**src/rtl/mem_stage.sv**
```systemverilog
// MEM pipeline stage: takes EX/MEM control and data, runs loads and stores over a
// req/ack data-memory bus and stalls upstream while an access is outstanding.
// It also resolves the branch/jump select, registers MEM/WB for write-back, and
// flags misaligned accesses and bus timeouts in sticky error bits.
module mem_stage #(
    parameter int DATA_W  = 32,
    parameter int REG_W   = 5,
    parameter int TIMEOUT = 16
) (
    input  logic              clk,
    input  logic              startin_n,
    input  logic              jump,
    input  logic              branch,
    input  logic              memread,
    input  logic              memtoreg,
    input  logic              memwrite,
    input  logic              regwrite,
    input  logic              zero,
    input  logic [DATA_W-1:0] aluResult,
    input  logic [DATA_W-1:0] read2,
    input  logic [REG_W-1:0]  regDstMux,
    output logic              dmem_req,
    output logic              dmem_we,
    output logic [DATA_W-1:0] dmem_addr,
    output logic [DATA_W-1:0] dmem_wdata,
    input  logic [DATA_W-1:0] dmem_rdata,
    input  logic              dmem_ack,
    output logic              stall,
    output logic              pcsrc,
    output logic              jump_out,
    output logic              wb_valid,
    output logic              wb_regwrite,
    output logic              wb_memtoreg,
    output logic [DATA_W-1:0] wb_readData,
    output logic [DATA_W-1:0] wb_aluResult,
    output logic [REG_W-1:0]  wb_regDst,
    output logic              err_misalign,
    output logic              err_timeout
);

    // The counter only has to reach TIMEOUT-1, the last WAIT cycle before abort.
    localparam int CNT_W = (TIMEOUT > 2) ? $clog2(TIMEOUT) : 1;
    localparam logic [CNT_W-1:0] CNT_MAX = CNT_W'(TIMEOUT - 1);

    typedef enum logic {
        S_IDLE,
        S_WAIT
    } state_t;

    state_t           state;
    logic [CNT_W-1:0] cnt;

    logic memop;
    logic aligned;
    logic in_idle;
    logic in_wait;
    logic start_access;
    logic acked;
    logic abort;

    assign memop        = memread | memwrite;
    assign aligned      = (aluResult[1:0] == 2'b00);
    assign in_idle      = (state == S_IDLE);
    assign in_wait      = (state == S_WAIT);
    assign start_access = in_idle && memop && aligned;
    assign acked        = in_wait && dmem_ack;
    assign abort        = in_wait && !dmem_ack && (cnt == CNT_MAX);

    assign stall    = start_access || (in_wait && !dmem_ack && !abort);
    assign pcsrc    = branch & zero;
    assign jump_out = jump;

    // Access FSM, bus request registers, MEM/WB register and sticky error flags.
    always_ff @(posedge clk or negedge startin_n) begin
        if (!startin_n) begin
            state        <= S_IDLE;
            cnt          <= '0;
            dmem_req     <= 1'b0;
            dmem_we      <= 1'b0;
            dmem_addr    <= '0;
            dmem_wdata   <= '0;
            wb_valid     <= 1'b0;
            wb_regwrite  <= 1'b0;
            wb_memtoreg  <= 1'b0;
            wb_readData  <= '0;
            wb_aluResult <= '0;
            wb_regDst    <= '0;
            err_misalign <= 1'b0;
            err_timeout  <= 1'b0;
        end else begin
            case (state)
                S_IDLE: begin
                    if (start_access) begin
                        dmem_req     <= 1'b1;
                        dmem_we      <= memwrite;
                        dmem_addr    <= aluResult;
                        dmem_wdata   <= read2;
                        state        <= S_WAIT;
                        cnt          <= '0;
                        wb_valid     <= 1'b0;
                        wb_regwrite  <= 1'b0;
                        wb_memtoreg  <= 1'b0;
                        wb_readData  <= '0;
                        wb_aluResult <= '0;
                        wb_regDst    <= '0;
                    end else begin
                        // Plain ALU op, or a misaligned access that is dropped
                        // without touching the bus and without writing back.
                        wb_valid     <= 1'b1;
                        wb_regwrite  <= regwrite & ~memop;
                        wb_memtoreg  <= memtoreg;
                        wb_readData  <= '0;
                        wb_aluResult <= aluResult;
                        wb_regDst    <= regDstMux;
                        if (memop) begin
                            err_misalign <= 1'b1;
                        end
                    end
                end
                S_WAIT: begin
                    if (dmem_ack) begin
                        dmem_req     <= 1'b0;
                        dmem_we      <= 1'b0;
                        state        <= S_IDLE;
                        cnt          <= '0;
                        wb_valid     <= 1'b1;
                        wb_regwrite  <= regwrite;
                        wb_memtoreg  <= memtoreg;
                        wb_readData  <= memwrite ? '0 : dmem_rdata;
                        wb_aluResult <= aluResult;
                        wb_regDst    <= regDstMux;
                    end else if (abort) begin
                        dmem_req     <= 1'b0;
                        dmem_we      <= 1'b0;
                        state        <= S_IDLE;
                        cnt          <= '0;
                        err_timeout  <= 1'b1;
                        wb_valid     <= 1'b1;
                        wb_regwrite  <= 1'b0;
                        wb_memtoreg  <= memtoreg;
                        wb_readData  <= '0;
                        wb_aluResult <= aluResult;
                        wb_regDst    <= regDstMux;
                    end else begin
                        cnt          <= cnt + CNT_W'(1);
                        wb_valid     <= 1'b0;
                        wb_regwrite  <= 1'b0;
                        wb_memtoreg  <= 1'b0;
                        wb_readData  <= '0;
                        wb_aluResult <= '0;
                        wb_regDst    <= '0;
                    end
                end
                default: begin
                    state    <= S_IDLE;
                    cnt      <= '0;
                    dmem_req <= 1'b0;
                    dmem_we  <= 1'b0;
                end
            endcase
        end
    end

endmodule

```
**config.mk**
```make
export PLATFORM = sky130hd
export DESIGN_NAME = mem_stage
export DESIGN_NICKNAME = d
export VERILOG_FILES = /design/src/rtl/mem_stage.sv
export SDC_FILE = /design/constraint.sdc
export NUM_CORES = 1
export LEC_CHECK = 0
export BUFFER_PORTS_ARGS = -buffer_cell sky130_fd_sc_hd__buf_2
export CORE_UTILIZATION = 35
export CTS_CLUSTER_SIZE = 28
export DETAILED_ROUTE_END_ITERATION = 8
export GPL_ROUTABILITY_DRIVEN = 0
export PLACE_DENSITY_LB_ADDON = 0.08
export SLEW_MARGIN = 15
export SYNTH_ARGS = -nofsm -noshare
export SYNTH_HDL_FRONTEND = slang
export SYNTH_SLANG_ARGS = --single-unit
```
**constraint.sdc**
```tcl
create_clock -name clk -period 4.4 [get_ports clk]
set_clock_uncertainty 0.15 [all_clocks]
set_input_delay 0.22 -clock clk [delete_from_list [all_inputs] [get_ports clk]]
set_output_delay 0.22 -clock clk [all_outputs]
set_load 0.005 [all_outputs]
```
Yosys cells after proc, flatten, opt, wreduce, memory -nomap -nowiden
Index checks and enable logic that the tools add are counted.
{ "op_classes": {"add_sub_neg": 1, "n_eq_ne": 3, "n_mux": 36, "bitwise": 7, "reduce_logical": 13} }
{ "ops": {"columns": ["cell", "count"], "rows": [
  ["$mux W32", 5],
  ["$pmux W32 S2", 2],
  ["$mux W1", 15],
  ["$mux W5", 3],
  ["$mux W4", 3],
  ["$pmux W1 S2", 6],
  ["$pmux W5 S2", 1],
  ["$pmux W4 S2", 1],
  ["$reduce_and A3 Y1", 2],
  ["$logic_and A1 B1 Y1", 5],
  ["$add A4 B1 Y4 const B", 1],
  ["$eq A4 B4 Y1 const B", 1],
  ["$not A1 Y1", 4],
  ["$reduce_and A2 Y1", 2],
  ["$ne A3 B2 Y1 const B", 1],
  ["$and A1 B1 Y1", 2],
  ["$logic_not A1 Y1", 2],
  ["$logic_not A2 Y1", 1],
  ["$ne A2 B1 Y1 const B", 1],
  ["$logic_or A1 B1 Y1", 1],
  ["$or A1 B1 Y1", 1]
]} }
{ "totals": {"regBits": 145, "inputBits": 111, "output_inout_bits": 143} }

Logic depth before layout (Yosys ltp)
Gate-level depths: netlist of the first run.
{ "logic_depth": {"depth_word": 6, "depth_mapped": 6} }

Least setup slack after synthesis of the first run
Ideal clock, no wire load.
{ "synth_timing": {"path_type": "reg2out", "from": "register cnt[0]", "to": "output port stall", "arrival_ns": 1.334, "t_required_ns": 4.030, "path_slack_ns": 2.696, "path_stages_with_launch": 7, "cell_sequence": "dfrtp_1 > ha_1 > and3_1 > o32a_1 > buf_2 > buf_6 > inv_1"} }
{ "synth_between": {"elab_chain_len": 5} }
{ "synth_rtl": {"columns": ["element", "line", "source"], "rows": [
  ["start: declaration", "51", "logic [CNT_W-1:0] cnt;"],
  ["start signal: assignment", "145", "cnt <= cnt + CNT_W'(1);"],
  ["$eq A4 B4 Y1", "67", "assign abort = in_wait && !dmem_ack && (cnt == CNT_MAX);"],
  ["$logic_and A1 B1 Y1", "67", null],
  ["$logic_not A1 Y1", "69", "assign stall = start_access || (in_wait && !dmem_ack && !abort);"],
  ["$logic_and A1 B1 Y1", "69", null],
  ["$logic_or A1 B1 Y1", "69", null],
  ["end: declaration", "28", "output logic stall,"]
]} }
No other way between the ends.

Final worst setup path of the first run
Same ends and word-level chain as after synthesis.

==> results of run 1 <==
## report_power, final
group	switching, mW	leakage (nW)	internal (mW)	total (mW)
logic	0.240	2.07	0.345	0.585
registers	0.0851	1.81	1.52	1.61
clock network	0.535	0.303	0.974	1.51
## critical path: stages (launching register included)
cell     delay (ns)
dfrtp_1        0.40
ha_1           0.22
and3_1         0.24
o32a_1         0.17
buf_4          0.35
inv_1          0.07
buf_2          0.13
## final cells by class
type,instances,area [sq um]
multi-input combinational,170,1390
tap,180,225
sequential,145,3630
clock buffer,21,460
fill,1173,5880
clock inverter,11,160
timing repair buffer,359,2340
inverter,5,18.8
## repair_timing
| action | 4_1_cts | 5_1_grt |
|---|---|---|
| setup endpoints to repair | 0 | 0 |
| hold buffers | 105 | 0 |
| endpoints found under the hold margin | 245 | 0 |
## flip-flops by register name, indices dropped and copies added, names as in the netlist, 4 cells and up
| register | count |
|---|---|
| dmem_wdata | 32 |
| dmem_addr | 32 |
| wb_readData | 32 |
| cnt | 4 |
| wb_aluResult | 32 |
| wb_regDst | 5 |
## metrics by stage
stage | hold slack [ns] | instance area (sq um)
2_1_floorplan | -0.226 | 5140
3_3_place_gp | 0.278 | 6550
3_5_place_dp | 0.280 | 6550
4_1_cts | 0.0336 | 8220
5_1_grt | 0.0742 | 8220
6_report | 0.0417 | 8220
## per-layer routing
metal	track usage	vias up	wire length, microns
li1	-	1832	-
met2	0.301	154	6490
met4	0.0858	0	263
met5	0	-	0
met1	0.200	1902	5270
met3	0.0646	20	1070
## synth_stat cells, types with 2 or more instances
cell type / count / share of area
a21o_1: 2 / 0.0029
and2_1: 71 / 0.086
buf_2: 4 / 0.0039
buf_4: 2 / 0.0029
buf_6: 4 / 0.0088
clkbuf_1: 6 / 0.0044
dfrtp_1: 145 / 0.71
inv_1: 5 / 0.0037
mux2_1: 25 / 0.055
mux2_2: 37 / 0.081
nand2_1: 2 / 0.0015
nand2b_1: 3 / 0.0037
nand3_1: 3 / 0.0029
nor2_1: 3 / 0.0022
nor2b_1: 4 / 0.0049
o21ai_0: 3 / 0.0029
## worst min-delay path by stage
stage / start / endpoint / slack, ns / cells past startpoint
5_1_grt: memwrite / dmem_we / 0.07 / 3
3_5_place_dp: dmem_rdata[4] / wb_readData[4] / 0.28 / 2
2_1_floorplan: startin_n / cnt[0] / -0.23 / 0
6_report: memwrite / dmem_we / 0.04 / 3
4_1_cts: memwrite / dmem_we / 0.03 / 3
3_3_place_gp: startin_n / wb_readData[30] / 0.28 / 1
## logic make-up after synthesis
group / share of synthesized area
buffers and inverters: 0.0236
XOR/XNOR: 0.00170
AND/OR/NAND/NOR: 0.114
flip-flops: 0.706
adder cells (fa/ha/maj): 0.00243
AO/OA/AOI/OAI: 0.0163
multiplexers: 0.136
==> flow_summary_export.csv, run 1 <==
group,metric,value,unit
yosys,async_reset_ff_frac,1.00,
placement,pre_cts_ws,2.18,ns
floorplanning,rows,43,
layout,layout-drive-gt1-share,0.456,
yosys,synth_ff_type,"dfrtp_1",
yosys,ys_types,33,
timing,fin_setup_tns,0,ns
yosys,synth_seq_area_share,0.706,
layout,fin_util,0.583,
clock_network,cts.path.max_buffers,2,
setup_path,end_kind,"output port",
timing,fin_ws,2.04,ns
timing,rsz0062_at_grt,"false",
routing,vias_per_cell,4.39,
routing,first_iter_violations,166,
setup_path,crit_start,"cnt[0]",
placement,dp.cells,754,
floorplanning,die-area,15200,sq um
grt,grt_pass1_vias,4128,
placement,place_hpwl,8140,microns
clock_network,clk_latency,0.41,ns
clock_network,postCtsSetupRepairBufs,0,
routing,wl,13100,microns
timing,period_share,0.535,
grt,grt_max_degree,114,
clock_network,clockRootBuffer,"clkbuf_16",
pwr,vdd_drop_max,0.225,mV
yosys,syn_nets,448,
layout,area_growth,59.9,%
timing,hold_violations,0,
layout,stdcell_count,891,
routing,vias,3908,
layout,num-nets-final,810,
floorplanning,start_util,0.365,
timing,worst_pin_slew,1.02,ns
yosys,synth.avg_cell_area,15.3,sq um
grt,overflow,0,
grt,grt_pass1_wl,20100,microns
outcome,status,"finished, final reports clean",
layout,layout_common_cells,"buf_2, dfrtp_1, dlygate4sd3_1",
floorplanning,pin_count,254,
routing,drcViolationCount,0,
timing,fmax,0.425,GHz
yosys,synth_area,5140,sq um
grt,antenna_found_initial,0,
flow_run,maxCapViolations,0,
timing,relSlewSlack,0.321,
setup_path,r2r_setup_slack,2.21,ns
setup_path,worst-setup-path-type,"register to output port",
routing,postRouteAntennaNets,0,
setup_path,cp-start-kind,"register",
setup_path,required,4.03,ns
timing,finalSetupViolations,0,
layout,n_antenna_cell,0,
grt,track_usage,0.178,
clock_network,cts_sinks,145,
yosys,yosysWarnings,0,
timing,drv_slew,0,
clock_network,cts_max_level,4,
routing,drt_pass1_iterations,3,
yosys,synth_edf_count,0,
routing,wl_per_cell,14.7,microns
yosys,ys_seq_elements,145,
clock_network,clkSlewWorstSetupHoldPaths,0.06,ns
setup_path,crit_arrival,1.99,ns
hold_path,hp-class,"input pin to register",
placement,portBuffers,251,
clock_network,cts_buffers,17,
floorplanning,die_w,123,microns
setup_path,r2r_start,"in_wait",
floorplanning,core_region_area,14100,sq um
setup_path,crit_fanout,39,
layout,final_common_cell,"buf_2",
setup_path,rr_worst_depth,3,
pwr,p_leak,4.18,nW
pwr,p_total,3.70,mW
clock_network,tritoncts,"done",
timing,period_needed,2.36,ns
floorplanning,fp.dieH,123,microns
pwr,cellPowerDensity,450,nW/um^2
yosys,synthCells,336,
clock_network,ctsResizeCount,0,
setup_path,worstReg2RegEnd,"dmem_wdata[12]",
setup_path,crit_path_end,"stall",
No activity file was read; power rests on OpenSTA's default activity.
==> run 2, diff against run 1 <==
==> constraint.sdc (replaced) <==
create_clock -name clk -period 2.05 [get_ports clk]
set_clock_uncertainty 0.15 [all_clocks]
set_input_delay 0.1025 -clock clk [delete_from_list [all_inputs] [get_ports clk]]
set_output_delay 0.1025 -clock clk [all_outputs]
set_load 0.005 [all_outputs]
==> flow_summary_export.csv, run 2 (synthesis results as in run 1) <==
group,metric,value,unit
floorplanning,pin_count,254,
timing,rsz0062_at_grt,"false",
layout,final_common_cell,"buf_2",
timing,fmax,0.515,GHz
timing,fin_setup_tns,0,ns
timing,drv_slew,0,
timing,worst_pin_slew,0.869,ns
timing,relSlewSlack,0.420,
flow_run,maxCapViolations,0,
setup_path,rr_worst_depth,6,
grt,met2_usage,0.301,
placement,portBuffers,251,
grt,grt.busiest_layer,"met2",
setup_path,r2r_start,"cnt[1]",
pwr,p_leak,4.22,nW
layout,seq_area,3630,sq um
setup_path,crit_fanout,5,
timing,finalSetupViolations,0,
clock_network,cts_buffers,17,
floorplanning,die-area,15200,sq um
setup_path,worst-setup-path-type,"input pin to output port",
clock_network,cts_sinks,145,
outcome,status,"finished, final reports clean",
timing,hold_violations,0,
routing,postRouteAntennaNets,0,
setup_path,r2r_setup_slack,0.27,ns
setup_path,required,1.80,ns
layout,layout-drive-gt1-share,0.456,
pwr,cellPowerDensity,932,nW/um^2
layout,nFillCells,1172,
clock_network,clockRootBuffer,"clkbuf_16",
clock_network,cts.path.max_buffers,2,
setup_path,crit_arrival,1.69,ns
floorplanning,start_util,0.365,
routing,first_iter_violations,134,
placement,dp.cells,758,
hold_path,hp-class,"input pin to output port",
clock_network,cts_max_level,4,
layout,multi_input_area,1390,sq um
floorplanning,fp.dieH,123,microns
placement,place_hpwl,8530,microns
timing,period_needed,1.94,ns
floorplanning,rows,43,
layout,num-nets-final,821,
grt,grt_max_degree,54,
grt,use_met3,0.0586,
routing,vias_per_cell,4.33,
floorplanning,core_region_area,14100,sq um
setup_path,crit_path_end,"stall",
grt,track_usage,0.177,
floorplanning,die_w,123,microns
grt,grt_pass1_vias,4016,
grt,grt_pass1_wl,20000,microns
pwr,p_total,7.77,mW
setup_path,crit_start,"aluResult[0]",
setup_path,cp-start-kind,"input pin",
grt,antenna_found_initial,0,
layout,layout_common_cells,"buf_2, dfrtp_1, dlygate4sd3_1",
routing,drcViolationCount,0,
grt,grtUsageMet1,0.203,
setup_path,end_kind,"output port",
routing,vias,3901,
timing,hold_slack,0.0550,ns
layout,n_antenna_cell,0,
timing,period_share,0.947,
pwr,vdd_drop_max,0.506,mV
routing,drt_pass1_iterations,4,
setup_path,worstReg2RegEnd,"wb_aluResult[10]",
clock_network,tritoncts,"done",
layout,area_growth,62.1,%
layout,stdcell_count,901,
clock_network,clk_latency,0.41,ns
routing,wl_per_cell,14.7,microns
routing,wl,13200,microns
grt,overflow,0,
-- run 2: changes by cell type in the layout (fill, tap and decap cells not counted), moves of 2 or more --
cell,before,now
bufinv_16,4,2
clkbuf_8,2,5
clkinv_2,5,1
dlygate4sd3_1,105,109
buf_12,0,4
clkbuf_1,2,5
-- run 2: layout make-up --
class,count,share of cell area
tap,180,0.0270
sequential,145,0.436
timing repair buffer,370,0.298
multi-input combinational,170,0.167
inverter,5,0.00225
clock inverter,4,0.00871
clock buffer,27,0.0616
-- run 2: what timing repair did --
action,CTS,global route
hold endpoints to repair,285,0
cloned,1,0
pin swaps,1,1
setup endpoints to repair,1,1
resized for setup,2,1
hold buffers,109,0
buffers inserted,1,1
-- run 2: report_power, final --
part | switching [mW] | internal, mW | total [mW] | leakage (nW)
Sequential | 0.176 | 3.27 | 3.44 | 1.80
Clock | 1.08 | 1.95 | 3.03 | 0.284
Combinational | 0.523 | 0.773 | 1.30 | 2.14
Total | 1.78 | 5.99 | 7.77 | 4.22
-- run 2: worst min-delay path by stage --
| stage | cells after the start | from | slack, ns | end |
|---|---|---|---|---|
| final | 0 | jump | 0.06 | jump_out |
| after global routing | 0 | jump | 0.06 | jump_out |
| after CTS | 0 | jump | 0.06 | jump_out |
| after detailed placement | 1 | startin_n | -0.06 | wb_readData[26] |
| after global placement | 1 | startin_n | -0.06 | wb_readData[24] |
| after floorplan | 0 | startin_n | -0.34 | cnt[0] |
-- run 2: worst max-delay path: stages --
cell and delay, ns:
dlygate4sd3_1 0.54, buf_2 0.14, or2_4 0.27, o32a_1 0.36, buf_6 0.14, inv_1 0.04
buf_2 0.09
-- run 2: per-layer routing --
metal  vias up  share of wire
met5         -              0
met4         0          0.018
met3        22          0.077
met2       154           0.50
met1      1865           0.40
li1       1860              -
-- run 2: stage by stage --
stage                     instance area (sq um)  utilization  setup WS, ns
after CTS                                  8320        0.591        0.0378
final                                      8330        0.591         0.109
after global placement                     6630        0.470         0.367
after floorplan                            5140            -         0.363
after global routing                       8330        0.591       0.00259
after detailed placement                   6630        0.470         0.308
